### src/rtl/mem_arbiter.sv
// -----------------------------------------------------------------------------
// mem_arbiter
//
// Shares one single-port memory between an instruction-fetch requester (I)
// and a data load/store requester (D). Only one transaction is in flight at a
// time. Each transaction runs IDLE -> ACCESS (LATENCY cycles) -> DONE (one
// cycle, ack pulse) -> IDLE. When both sides request in the same IDLE cycle,
// the side that was not granted last wins. After reset, the last grant is I,
// so D wins the first contention.
//
// Parameters
//   ADDR_W   address width of every address port
//   DATA_W   data width of every data port
//   LATENCY  memory access cycles per transaction (1..15)
//
// Ports
//   clk, rst                  clock, asynchronous active-high reset
//   i_req, i_addr             fetch request and address (held until i_ack)
//   i_ack, i_data             fetch completion pulse and fetched word
//   d_req, d_wr, d_addr,
//   d_wdata                   data request (d_wr=1 store, 0 load)
//   d_ack, d_rdata            data completion pulse and load result
//   mem_en, mem_wr, mem_addr,
//   mem_wdata, mem_rdata      shared memory interface
//   busy                      high whenever a transaction is in progress
// -----------------------------------------------------------------------------
module mem_arbiter #(
  parameter int ADDR_W  = 16,
  parameter int DATA_W  = 16,
  parameter int LATENCY = 4
) (
  input  logic              clk,
  input  logic              rst,
  input  logic              i_req,
  input  logic [ADDR_W-1:0] i_addr,
  output logic              i_ack,
  output logic [DATA_W-1:0] i_data,
  input  logic              d_req,
  input  logic              d_wr,
  input  logic [ADDR_W-1:0] d_addr,
  input  logic [DATA_W-1:0] d_wdata,
  output logic              d_ack,
  output logic [DATA_W-1:0] d_rdata,
  output logic              mem_en,
  output logic              mem_wr,
  output logic [ADDR_W-1:0] mem_addr,
  output logic [DATA_W-1:0] mem_wdata,
  input  logic [DATA_W-1:0] mem_rdata,
  output logic              busy
);

  typedef enum logic [1:0] {
    IDLE   = 2'd0,
    ACCESS = 2'd1,
    DONE   = 2'd2
  } state_t;

  localparam logic [3:0] CNT_INIT = 4'(LATENCY - 1);

  state_t     state;
  logic [3:0] cnt;
  // 0 = I was granted last, 1 = D was granted last
  logic       last_grant;
  // 1 = the transaction in flight belongs to D
  logic       sel_d;
  logic       grant_d;

  // D wins when it is the only requester, or when both request and I was
  // granted last time.
  assign grant_d = d_req & (~i_req | ~last_grant);

  // The memory-side registers double as the latched request: they are loaded
  // once on leaving IDLE and cleared on leaving ACCESS, so requester inputs
  // changing mid-transaction can never reach the memory.
  always_ff @(posedge clk or posedge rst) begin
    if (rst) begin
      state      <= IDLE;
      cnt        <= '0;
      last_grant <= 1'b0;
      sel_d      <= 1'b0;
      i_ack      <= 1'b0;
      d_ack      <= 1'b0;
      i_data     <= '0;
      d_rdata    <= '0;
      mem_en     <= 1'b0;
      mem_wr     <= 1'b0;
      mem_addr   <= '0;
      mem_wdata  <= '0;
      busy       <= 1'b0;
    end else begin
      case (state)
        IDLE: begin
          if (i_req || d_req) begin
            sel_d     <= grant_d;
            mem_en    <= 1'b1;
            mem_wr    <= grant_d & d_wr;
            mem_addr  <= grant_d ? d_addr : i_addr;
            mem_wdata <= grant_d ? d_wdata : '0;
            cnt       <= CNT_INIT;
            busy      <= 1'b1;
            state     <= ACCESS;
          end
        end

        ACCESS: begin
          if (cnt == 4'd0) begin
            // Last access cycle: mem_rdata is valid now. A store leaves
            // d_rdata untouched.
            if (sel_d) begin
              if (!mem_wr) begin
                d_rdata <= mem_rdata;
              end
              d_ack <= 1'b1;
            end else begin
              i_data <= mem_rdata;
              i_ack  <= 1'b1;
            end
            mem_en    <= 1'b0;
            mem_wr    <= 1'b0;
            mem_addr  <= '0;
            mem_wdata <= '0;
            state     <= DONE;
          end else begin
            cnt <= cnt - 4'd1;
          end
        end

        DONE: begin
          i_ack      <= 1'b0;
          d_ack      <= 1'b0;
          last_grant <= sel_d;
          busy       <= 1'b0;
          state      <= IDLE;
        end

        default: begin
          state <= IDLE;
        end
      endcase
    end
  end

endmodule

### config.mk
export PLATFORM = sky130hd
export DESIGN_NAME = mem_arbiter
export DESIGN_NICKNAME = d
export VERILOG_FILES = /design/src/rtl/mem_arbiter.sv
export SDC_FILE = /design/constraint.sdc
export NUM_CORES = 1
export LEC_CHECK = 0
export ABC_AREA = 0
export CORE_MARGIN = 1.5
export CORE_UTILIZATION = 46
export DETAILED_ROUTE_END_ITERATION = 6
export PLACE_DENSITY_LB_ADDON = 0.15
export SYNTH_ARGS = -nofsm -noshare
export SYNTH_HDL_FRONTEND = slang
export SYNTH_SLANG_ARGS = --single-unit
### constraint.sdc
create_clock -name clk -period 6.45 [get_ports clk]
set_clock_uncertainty 0.15 [all_clocks]
set_input_delay 1.29 -clock clk [delete_from_list [all_inputs] [get_ports clk]]
set_output_delay 1.29 -clock clk [all_outputs]
set_load 0.005 [all_outputs]
==> run metrics <==
outcome=finished clean; Routed WL=7.59 mm; Final min period=3870 ps; post-cts resize count=0; FF-to-FF Start=cnt[0]$_DFFE_PP0P_; chip width=87.3 um; area share of fa/ha/maj cells after synthesis=0.766%; CTS sink count=77; Synth Register Bits=77; static leakage=2.09 nW; XOR/XNOR share of the synthesized area=0%; worst reg2reg setup slack=3480 ps; clock tree buffer depth=2; count of input and output buffers=137; Rows=30; core box area=6830 um2; largest family of logic cells by synthesized area=multiplexers; simple-gate portion of the synthesized area=3.52%; largest net degree at the start of global routing=78; Initial DRC Count=80; synthesized area per cell=13.9 um2; Worst EP arrival=3990 ps; first-pass iteration count of the detailed router=4; Critical Path RT=6570 ps; Die H=87.3 um; HP Class=reg2reg; CP Max Fanout=18; asr flop ratio synth=100%; Total Power=2.15 mW; Worst Setup SP=d_req; # IOs=138; initial core utilization=47.8%; Startpoint Class=primary input; grt total ovfl=0; total global-route track usage=20.7%; detailed placer's ending HPWL=5.40 mm; Worst Max-Slew Pin Slew=1200 ps; Area Growth Syn to Fin=49.0%; Layout Nets=440; commonest non-fill, non-tap cell in the layout=clkdlybuf4s50_1; TritonCTS clock tree=built; fin crit share=60.0%; most frequent cells in the layout=clkdlybuf4s50_1, dfrtp_1, mux2i_1; syn nets=306; Syn Inst Count=235; Worst setup EP type=flop; WL per Instance=16.1 um; H-tree depth=3; Yosys warnings=0; max_slew headroom=20.2%; vias per std cell=5.08; global-route wire length before repair=11.9 mm; Clock transition at path regs=70 ps; DRC Markers=0; Post-Syn Area=3270 um2; CTS Buf Count=9; via count=2,388; f_max=258 MHz; multiplexer area fraction after synthesis=22.0%; crit path capture=mem_wdata[7]$_DFFE_PP0P_; number of synthesized flops with an enable pin=0; Max-Cap Viols=0; # diodes=0; Slew Limit Fails=0; RSZ-0062 raised after global routing=false; Crit Path Category=in2reg; Final Setup Violations=0; top_reg_cell synth=dfrtp_1; Pwr per Cell Area=441 nW/um2; CTS Hold Bufs=0; r2r endpoint=d_rdata[10]$_DFFE_PP0P_; RD Place Congestion=0.803; ANT nets after route=0; clk_lat worst skew=340 ps; initial antenna violation count=0; # Post-CTS Setup Buffers=0; VDD IR-drop max=0.214 mV; Synth cell types=35; Hold Vio Cnt, Final=0; number of global-route vias before repair=2,456; area fraction in compound gates after synthesis=11.0%; CTS root buffer=clkbuf_8; R2R depth=5; sequential fraction of the synthesis area=59.0%; layout cells sized above 1=15.2%; die area=7620 um2; Sum Neg Setup Slack=0 ps
==> power by group <==
group | switching, mW | internal, mW
logic | 0.346 | 0.625
registers | 0.132 | 0.710
clock network | 0.175 | 0.161
total | 0.653 | 1.50
==> sequential cells by signal (all words and copies together) (netlist names) <==
signal,cells
busy,1
cnt,4
d_ack,1
d_rdata,16
i_ack,1
i_data,16
last_grant,1
mem_addr,16
mem_en,1
mem_wdata,16
mem_wr,1
sel_d,1
state,2
==> cells by family after synthesis <==
kind of cell,after synthesis
buffers and inverters,23
and+or+nand+nor,18
muxes,64
DFF,77
adders and majority gates,2
AOI/OAI and AO/OA,51
==> synth_stat cells, types with 2 or more instances <==
master,n,share of area [%]
nor2b_1,2,0.38
inv_1,7,0.80
ha_1,2,0.77
nand2b_1,2,0.38
clkbuf_1,6,0.69
o21ai_0,20,3.1
nor3_1,3,0.46
o21a_1,4,0.92
mux2_2,22,7.6
nor2_1,3,0.34
o2111ai_1,3,0.80
dfrtp_1,77,59
buf_2,6,0.92
a22o_1,17,4.6
mux2_4,10,4.6
mux2i_1,32,9.8
==> critical path, stage by stage <==
cell	delay, ps
clkdlybuf4s50_1	490
a21boi_2	890
nor2b_1	1020
a22o_1	280
==> final cells by class <==
type,instances,area (um2)
multi-input combinational,135,1220
inverter,7,27.5
fill,535,1960
clock inverter,5,33.8
timing repair buffer,139,1390
sequential,77,1930
tap,96,120
clock buffer,11,151
==> how the worst min path moves through the flow <==
stage / startpoint / to / slack (ps) / cells past startpoint
4_1_cts: d_ack$_DFFE_PP0P_ / d_ack$_DFFE_PP0P_ / 350 / 1
5_1_grt: busy$_DFFE_PP0P_ / busy$_DFFE_PP0P_ / 370 / 1
3_3_place_gp: i_ack$_DFFE_PP0P_ / i_ack$_DFFE_PP0P_ / 310 / 1
6_report: i_ack$_DFFE_PP0P_ / i_ack$_DFFE_PP0P_ / 340 / 1
3_5_place_dp: d_ack$_DFFE_PP0P_ / d_ack$_DFFE_PP0P_ / 330 / 1
2_1_floorplan: last_grant$_DFFE_PP0P_ / last_grant$_DFFE_PP0P_ / 290 / 2
==> per-layer routing <==
metal | track usage [%] | wire (um) | vias up
met1 | 24.9 | 3130 | 1181
met5 | 0 | 0 | -
met3 | 5.40 | 489 | 9
met2 | 35.2 | 3850 | 81
li1 | - | - | 1117
met4 | 8.66 | 116 | 0
==> through the flow <==
| step | hold WS, ps | area (um2) | instances | worst slack (ps) | utilization (%) |
|---|---|---|---|---|---|
| 6_report | 342 | 4870 | 470 | 2580 | 71.3 |
| 3_3_place_gp | 308 | 4680 | 454 | 2290 | 68.6 |
| 2_1_floorplan | 295 | 3270 | 235 | 3040 | - |
| 3_5_place_dp | 330 | 4680 | 454 | 2160 | 68.6 |
| 4_1_cts | 347 | 4870 | 470 | 2550 | 71.3 |
| 5_1_grt | 371 | 4870 | 470 | 2350 | 71.3 |
(Power assumes the default switching activity.)
